### src/rtl/alu8_top.sv
// alu8_top: sequential 8-bit ALU (add, sub, Booth signed multiply,
// non-restoring unsigned divide) behind a start/done handshake.
module alu8_top (
    input  logic        clk,
    input  logic        reset,
    input  logic        start,
    input  logic [1:0]  op_code,
    input  logic [7:0]  operand_A,
    input  logic [7:0]  operand_B,
    output logic [15:0] alu_result,
    output logic        alu_done
);

    typedef enum logic [2:0] {
        S_IDLE,
        S_ADDSUB,
        S_MUL,
        S_DIV,
        S_DIV_FIX,
        S_DONE
    } state_t;

    state_t state, state_nxt;

    // Operands captured at the accepting edge
    logic [1:0]        op_q;
    logic [7:0]        a_q;
    logic [7:0]        b_q;
    logic [3:0]        cnt;
    logic [3:0]        cnt_nxt;

    // Booth multiplier registers
    logic signed [8:0] ac;
    logic [7:0]        mq;
    logic              q_m1;

    // Divider registers
    logic signed [8:0] rem;
    logic [7:0]        dq;

    // Combinational datapath signals
    logic [7:0]        as_sum;
    logic signed [8:0] a_sext;
    logic signed [8:0] ac_sum;
    logic signed [8:0] ac_nxt;
    logic [7:0]        mq_nxt;
    logic              q_m1_nxt;
    logic signed [8:0] b_ext;
    logic signed [8:0] rem_sh;
    logic signed [8:0] rem_it;
    logic [7:0]        dq_nxt;
    logic [7:0]        rem_fix;
    logic [15:0]       result_mux;
    logic              load_result;

    // Add/subtract: subtraction is A + ~B + 1, carry/borrow dropped
    assign as_sum = a_q + (op_q[0] ? ~b_q : b_q) + {7'd0, op_q[0]};

    assign cnt_nxt = cnt - 4'd1;

    // Booth step: add/subtract sign-extended A from the 9-bit AC, then shift
    // the {AC, Q, q-1} chain arithmetically right by one.  The ninth AC bit
    // keeps -128 * -128 from overflowing the accumulator.
    assign a_sext = $signed({a_q[7], a_q});

    // Booth recoding of {Q[0], q-1}
    always_comb begin
        ac_sum = ac;
        case ({mq[0], q_m1})
            2'b01:   ac_sum = ac + a_sext;
            2'b10:   ac_sum = ac - a_sext;
            default: ac_sum = ac;
        endcase
    end

    assign ac_nxt   = $signed({ac_sum[8], ac_sum[8:1]});
    assign mq_nxt   = {ac_sum[0], mq[7:1]};
    assign q_m1_nxt = mq[0];

    // Non-restoring divide step.  R may exceed the 9-bit range only in the
    // shifted intermediate; the post-add value always fits, so the modular
    // arithmetic stays exact and the sign decision uses the pre-shift R.
    assign b_ext   = $signed({1'b0, b_q});
    assign rem_sh  = $signed({rem[7:0], dq[7]});
    assign rem_it  = rem[8] ? (rem_sh + b_ext) : (rem_sh - b_ext);
    assign dq_nxt  = {dq[6:0], ~rem_it[8]};
    // Final correction leaves a non-negative remainder below B
    assign rem_fix = rem[8] ? (rem[7:0] + b_q) : rem[7:0];

    // 4:1 result select by latched opcode
    always_comb begin
        result_mux = 16'h0000;
        case (op_q)
            2'b00, 2'b01: result_mux = {8'h00, as_sum};
            2'b10:        result_mux = {ac_nxt[7:0], mq_nxt};
            default:      result_mux = {rem_fix, dq};
        endcase
    end

    // Result is captured only on the edge that enters DONE
    assign load_result = (state_nxt == S_DONE) && (state != S_DONE);
    assign alu_done    = (state == S_DONE);

    // Control FSM state register
    always_ff @(posedge clk or posedge reset) begin
        if (reset) state <= S_IDLE;
        else       state <= state_nxt;
    end

    // Control FSM next-state logic; start only matters in IDLE
    always_comb begin
        state_nxt = state;
        case (state)
            S_IDLE: begin
                if (start) begin
                    case (op_code)
                        2'b10:   state_nxt = S_MUL;
                        2'b11:   state_nxt = S_DIV;
                        default: state_nxt = S_ADDSUB;
                    endcase
                end
            end
            S_ADDSUB:  state_nxt = S_DONE;
            S_MUL:     if (cnt_nxt == 4'd0) state_nxt = S_DONE;
            S_DIV:     if (cnt_nxt == 4'd0) state_nxt = S_DIV_FIX;
            S_DIV_FIX: state_nxt = S_DONE;
            S_DONE:    state_nxt = S_IDLE;
            default:   state_nxt = S_IDLE;
        endcase
    end

    // Operand capture and iterative datapath registers
    always_ff @(posedge clk or posedge reset) begin
        if (reset) begin
            op_q <= 2'b00;
            a_q  <= 8'h00;
            b_q  <= 8'h00;
            cnt  <= 4'd0;
            ac   <= 9'sd0;
            mq   <= 8'h00;
            q_m1 <= 1'b0;
            rem  <= 9'sd0;
            dq   <= 8'h00;
        end else if (state == S_IDLE && start) begin
            op_q <= op_code;
            a_q  <= operand_A;
            b_q  <= operand_B;
            cnt  <= 4'd8;
            ac   <= 9'sd0;
            mq   <= operand_B;
            q_m1 <= 1'b0;
            rem  <= 9'sd0;
            dq   <= operand_A;
        end else if (state == S_MUL) begin
            ac   <= ac_nxt;
            mq   <= mq_nxt;
            q_m1 <= q_m1_nxt;
            cnt  <= cnt_nxt;
        end else if (state == S_DIV) begin
            rem  <= rem_it;
            dq   <= dq_nxt;
            cnt  <= cnt_nxt;
        end else if (state == S_DIV_FIX) begin
            rem  <= $signed({1'b0, rem_fix});
        end
    end

    // Result register, held between completions
    always_ff @(posedge clk or posedge reset) begin
        if (reset)            alu_result <= 16'h0000;
        else if (load_result) alu_result <= result_mux;
    end

endmodule

### config.mk
export PLATFORM = sky130hd
export DESIGN_NAME = alu8_top
export DESIGN_NICKNAME = d
export VERILOG_FILES = /design/src/rtl/alu8_top.sv
export SDC_FILE = /design/constraint.sdc
export NUM_CORES = 1
export LEC_CHECK = 0
export CAP_MARGIN = 20
export CORE_ASPECT_RATIO = 0.5
export CORE_MARGIN = 1
export CORE_UTILIZATION = 35
export CTS_CLUSTER_SIZE = 20
export DETAILED_ROUTE_END_ITERATION = 6
export SYNTH_ARGS = -nofsm -noshare
export SYNTH_HDL_FRONTEND = slang
export SYNTH_SLANG_ARGS = --single-unit
export TNS_END_PERCENT = 100
### constraint.sdc
create_clock -name clk -period 3.17 [get_ports clk]
set_input_delay 0.951 -clock clk [delete_from_list [all_inputs] [get_ports clk]]
set_output_delay 0.951 -clock clk [all_outputs]
set_load 0.01 [all_outputs]
==> flow_summary.yaml, run 1 <==
status:
  outcome: "complete, no violations"
drt:
  routed_wirelength_um: 14900
  detailedRoute.firstPassIterationCount: 4
  drc_errors: 0
  vias_per_cell: 5.38
  avgRoutedWirePerCell_um: 17.3
  ant_nets: 0
  drt_iter0_drc: 413
  detailroute.via_count: 4620
place:
  hpwl_um: 11200
  gp_congestion: 0.926
  place.port_buffers: 37
  placed_area_um2: 5970
timing:
  transition_time_at_the_pin_with_the_least_slew_margin_ns: 0.708
  finalHoldViolations: 0
  timing.setup.tns_ns: 0
  maxSlewHeadroom_pct: 52.6
  finClkSkew_ns: 0.0137
  timing.final.crit_share_pct: 96.0
  timing.fmax_ghz: 0.329
  finalSetupViolations: 0
  fin_crit_ns: 3.04
  finalHoldWorstSlack_ns: 0.483
  finalMaxSlewViolations: 0
  grt_setup_unrepaired: "false"
job:
  drv.max_cap_violation_count: 0
synthesis:
  avgSynthCellArea_um2: 8.63
  yosys.area.top_type_share_pct: 35.3
  synthesis_stage_register_bit_count: 75
  synth_edf_count: 0
  post_synth_main_area_contributors: "dfrtp_1 (35%), ha_1 (8.0%), nand2_1 (6.4%)"
  post_synth_instance_area_um2: 5310
  ys_dominant_reg_cell: "dfrtp_1"
  async_flop_share_pct: 100
  netlist.top_cell.by_area: "dfrtp_1"
  synth.yosys.warnings: 0
  syn-num-nets: 674
  sequential_cell_area_fraction_in_the_yosys_report_pct: 35.3
  number_of_instances_in_the_synthesized_netlist: 615
  yosys.cell_types.count: 62
setup_path:
  biggest_cell_delay_along_the_critical_path_ns: 0.55
  critical_path_depth: 10
  crit_path_top_delay_cell: "or4_1"
  worst_path_dominant_cell_family: "simple AND/OR/NAND/NOR gates"
  critPathBufInv: 1
  critical_path.endpoint_type: "flop"
  worstPathCellList: "inv_1 -> ha_1 -> mux2_2 -> fa_1 -> and2b_1 -> o2111a_1 -> nor3_1 -> or4_1 -> a2111oi_2 -> nor3_2"
  worst_r2r_startpoint: "a_q[1]"
  timing.reg2reg.worst_path_depth: 10
  setup.worst_path.start_class: "flop"
  worstSetupEndpoint: "alu_result[15]"
  critical_path_class: "reg2reg"
  critPathMaxFanout: 4
  cp-startpoint: "a_q[1]"
  crit-reg2reg-capture: "alu_result[15]"
  timing.critical_path.arrival_ns: 3.25
  required_ns: 3.38
  reg2reg_setup_slack_ns: 0.13
clock_tree:
  clockRootBuffer: "clkbuf_16"
  cts_inserted_buffers: 9
  clk-insertion-delay-late_ns: 0.35
  clk_transition_reported_paths_ns: 0.06
  cts_tree: "built"
  largest_buffer_count_on_any_clock_path: 2
  cts.htree.levels: 3
  cts.sink_count: 75
power:
  leakage_nw: 2.80
  peakVddDrop_uv: 416
  power_density_nw_per_um2: 1310
  fin_total_pwr_mw: 8.23
floorplan:
  initial_utilization_pct: 36.3
  ioPinCount: 38
  placeableCoreArea_um2: 14600
  area_of_the_die_um2: 15700
  die-height_um: 89.1
  die_w_um: 176
  num_rows: 31
layout:
  syn_to_final_growth_pct: 18.7
  layout.core_utilization_pct: 43.1
  antennaDiodeCount: 0
  finalNetCount: 715
  layout_commonest_cell: "nand2_1"
  final_cell_mix: "nand2_1 (91), dfrtp_1 (75), o21ai_0 (57)"
  multi_input_comb_area_um2: 3200
  nFillCells: 1477
  final_layout_size_suffix_gt1_share_pct: 8.77
  ff_latch_area_um2: 1880
  final_cell_area_um2: 6300
global_route:
  track_usage_pct: 20.0
  first_global_vias: 4432
  grt_pass1_wl_um: 23800
  overflow_after_grt: 0
  maximum_number_of_pins_on_one_net_before_global_route_repair: 39
  number_of_antenna_violations_at_the_first_check_in_global_routing: 0
min_path:
  hold_path_startpoint: "alu_result[11]"
  hp-class: "reg2reg"
per-stage QoR:
stage / instances / setup slack, ns
floorplan: 615 / 0.107
global placement: 842 / 0.166
detailed placement: 842 / 0.0768
CTS: 858 / 0.0607
global route: 859 / 0.00463
finish: 859 / 0.128
sequential cells by signal, indices dropped and copies added (netlist names):
name / flops
alu_result: 16
rem: 9
a_q: 8
ac: 8
b_q: 8
dq: 8
mq: 8
cnt: 4
state: 3
op_q: 2
q_m1: 1
synth_stat cells (all sizes together) (3+ instances only):
cell type and number:
and4b 3, xnor2 20, a211oi 6, inv 26, xor2 19, dfrtp 75
nor2b 7, fa 4, nand2b 8, clkbuf 20, nor4b 3, nor3 17
or2 3, nor3b 6, a21oi 28, buf 10, a31oi 9, nand2 91
mux2i 17, a22o 4, o211ai 13, and2 6, ha 34, a21o 3
nor2 43, mux2 11, o21ai 57, o31ai 5, or3 7, o21a 8
nand3 19
layer usage:
metal / wire [µm] / share of wire, % / global-route usage [%]
met1: 7250 / 49 / 27.1
met2: 6740 / 45 / 33.1
met3: 696 / 4.7 / 4.17
met4: 193 / 1.3 / 4.58
met5: 0 / 0 / 0
how the worst min path moves through the flow:
| stage | to | slack, ns | cells past startpoint |
|---|---|---|---|
| 3_3_place_gp | alu_result[11] | 0.47 | 2 |
| 4_1_cts | alu_result[9] | 0.49 | 2 |
| 5_1_grt | alu_result[11] | 0.50 | 2 |
| 6_report | alu_result[11] | 0.48 | 2 |
| 2_1_floorplan | mq[5] | 0.46 | 2 |
| 3_5_place_dp | alu_result[11] | 0.47 | 2 |
timing repair:
item,CTS,global route
buffers inserted,0,1
gates resized for setup,0,1
endpoints found under the setup margin,0,2
hold buffers,0,0
final cells by class:
class,instances,area share [%]
repair buffers,60,8.82
inverters,27,1.61
well taps,198,3.93
clock inverters,4,1.17
multi-input cells,483,50.8
flip-flops and latches,75,29.8
clock buffers,12,3.91
kinds of logic (layout without fill, tap and decap cells):
group,Yosys count,count (layout),share of synthesized area (%)
flops,75,75,35.3
buf+inv,57,103,4.52
simple gates,224,224,20.2
compound gates,154,154,18.4
mux,28,28,5.54
xor+xnor,39,39,6.43
fa+ha+maj,38,38,9.52
report_power, final:
part           leakage (nW)  switching (mW)  internal [mW]
combinational          1.70            2.91           2.32
sequential            0.946           0.505           1.38
clock                 0.157           0.413          0.712
worst reg2reg max path: cells and delay by family, from the launching register on:
kind	cells	cell delay [ns]
buf+inv	1	0.09
mux	1	0.29
flops	1	0.38
compound gates	2	0.57
simple gates	4	0.93
fa+ha+maj	2	0.64
Note: power is estimated with default switching activity, not from simulation.
==> run 2, diff against run 1 <==
--- a/config.mk
+++ b/config.mk
@@ -11,6 +11,7 @@
 export CORE_UTILIZATION = 35
 export CTS_CLUSTER_SIZE = 20
 export DETAILED_ROUTE_END_ITERATION = 6
+export GPL_TIMING_DRIVEN = 1
 export SYNTH_ARGS = -nofsm -noshare
 export SYNTH_HDL_FRONTEND = slang
 export SYNTH_SLANG_ARGS = --single-unit
==> constraint.sdc (replaced) <==
create_clock -name clk -period 3.1 [get_ports clk]
set_input_delay 0.93 -clock clk [delete_from_list [all_inputs] [get_ports clk]]
set_output_delay 0.93 -clock clk [all_outputs]
set_load 0.01 [all_outputs]
==> run 2 against run 1 <==
Net effect:
- die area did not move
- sequential cell count unchanged
- worst hold slack better by 0.0028 ns
- maximum frequency grew 2.3%
- clock skew decreased by 0.0086 ns
- critical path type unchanged
- critical endpoint unchanged
- highest routed layer unchanged
==> flow_summary.yaml, run 2 (same netlist as run 1, synthesis figures left out) <==
setup_path:
  required_ns: 3.30
  timing.critical_path.arrival_ns: 3.18
  worstPathCellList: "inv_1 -> ha_1 -> mux2_2 -> fa_1 -> and2b_1 -> o2111a_1 -> nor3_1 -> or4_4 -> a2111oi_4 -> nor3_2"
  critPathBufInv: 1
  critical_path_class: "reg2reg"
  worst_path_dominant_cell_family: "simple AND/OR/NAND/NOR gates"
  crit_path_top_delay_cell: "or4_4"
  critical_path.endpoint_type: "flop"
  biggest_cell_delay_along_the_critical_path_ns: 0.52
  setup.worst_path.start_class: "flop"
  critPathMaxFanout: 4
floorplan:
  die-height_um: 89.1
  num_rows: 31
  initial_utilization_pct: 36.3
  placeableCoreArea_um2: 14600
  area_of_the_die_um2: 15700
  die_w_um: 176
  ioPinCount: 38
layout:
  finalNetCount: 715
  biggest_registers_after_layout: "alu_result: 16 flops, rem: 9 flops"
  fin_cells: 857
  syn_to_final_growth_pct: 18.7
  largest_register_ff_count: 16
  layout.core_utilization_pct: 43.1
  antennaDiodeCount: 0
  final_layout_size_suffix_gt1_share_pct: 9.10
  layout_commonest_cell: "nand2_1"
  max_flop_register: "alu_result"
  final_cell_mix: "nand2_1 (91), dfrtp_1 (75), o21ai_0 (57)"
global_route:
  first_global_vias: 4264
  grt_pass1_wl_um: 23100
  maximum_number_of_pins_on_one_net_before_global_route_repair: 39
  overflow_after_grt: 0
  number_of_antenna_violations_at_the_first_check_in_global_routing: 0
  gr-max-usage-layer: "met2"
  met3_usage_pct: 3.40
  global_route.usage.met1_pct: 27.0
  track_usage_pct: 19.4
  globalRouteMet2Util_pct: 31.8
drt:
  ant_nets: 0
  avgRoutedWirePerCell_um: 16.9
  drt_iter0_drc: 335
  drc_errors: 0
  vias_per_cell: 5.41
  detailedRoute.firstPassIterationCount: 5
  routed_wirelength_um: 14500
  detailroute.via_count: 4639
timing:
  fin_crit_ns: 2.97
  finalSetupViolations: 0
  timing.fmax_ghz: 0.336
  finalMaxSlewViolations: 0
  transition_time_at_the_pin_with_the_least_slew_margin_ns: 0.770
  finalHoldViolations: 0
  finClkSkew_ns: 0.00518
  timing.final.crit_share_pct: 95.9
  maxSlewHeadroom_pct: 48.5
  grt_setup_unrepaired: "true"
place:
  hpwl_um: 11100
  place.port_buffers: 37
  placed_cells: 843
  gp_congestion: 0.891
status:
  outcome: "complete, no violations"
power:
  leakage_nw: 2.79
  peakVddDrop_uv: 498
  power_density_nw_per_um2: 1310
clock_tree:
  cts.htree.levels: 3
  cts_tree: "built"
  clk_transition_reported_paths_ns: 0.06
  ctsHoldBuffers: 0
  clk-insertion-delay-late_ns: 0.34
  clockRootBuffer: "clkbuf_16"
  cts_inserted_buffers: 9
  largest_buffer_count_on_any_clock_path: 2
  cts.sink_count: 75
min_path:
  hp-class: "reg2reg"
job:
  drv.max_cap_violation_count: 0
run 2: cell types whose count changed in the layout (fill, tap and decap cells not counted), sizes merged:
cell | before | now
clkinv | 3 | 1
bufinv | 2 | 0
clkinvlp | 0 | 1
clkbuf | 12 | 13
run 2: stage by stage:
step | TNS [ns] | setup slack [ns] | area (µm²) | hold WS [ns] | power, mW
6_report | 0 | 0.126 | 6300 | 0.485 | 8.28
5_1_grt | -0.00723 | -0.00723 | 6300 | 0.502 | 9.02
4_1_cts | 0 | 0.0616 | 6280 | 0.493 | 8.27
3_5_place_dp | 0 | 0.0921 | 5990 | 0.476 | 7.21
3_3_place_gp | 0 | 0.154 | 5990 | 0.475 | 7.14
2_1_floorplan | 0 | 0.0369 | 5310 | 0.463 | 5.75
run 2: worst min-delay path, stage by stage (launching register included):
cell and delay, ns:
dfrtp_1 0.35, nand2_1 0.05, o21ai_0 0.06
run 2: path summary, 6_finish.rpt:
| check | from | end | slack [ns] | cells after the start |
|---|---|---|---|---|
| min reg2reg | alu_result[11] | alu_result[11] | 0.49 | 2 |
| max | a_q[0] | alu_result[15] | 0.13 | 10 |
| min in group asynchronous | reset | b_q[3] | 0.93 | 2 |
| max reg2reg | a_q[0] | alu_result[15] | 0.13 | 10 |
| max in group asynchronous | reset | rem[2] | 1.56 | 3 |
| min | alu_result[11] | alu_result[11] | 0.49 | 2 |
run 2: layout make-up:
cell class / instances / area (µm²)
inverters: 27 / 101
repair buffers: 60 / 568
fillers: 1428 / 8320
multi-input cells: 483 / 3220
clock inverters: 1 / 7.51
well taps: 198 / 248
clock buffers: 13 / 280
flip-flops and latches: 75 / 1880
run 2: routing by layer:
layer	share of wire, %	vias up
li1	-	2279
met1	50	2249
met2	45	102
met3	3.8	9
met4	0.56	0
met5	0	-
run 2: power by group:
group	switching, mW	total (mW)	internal [mW]
Sequential	0.523	1.93	1.41
Combinational	2.95	5.33	2.38
Clock	0.401	1.02	0.621
run 2: repair_timing:
action,4_1_cts,5_1_grt
endpoints found under the setup margin,0,2
resized for setup,0,4
buffers inserted,0,0
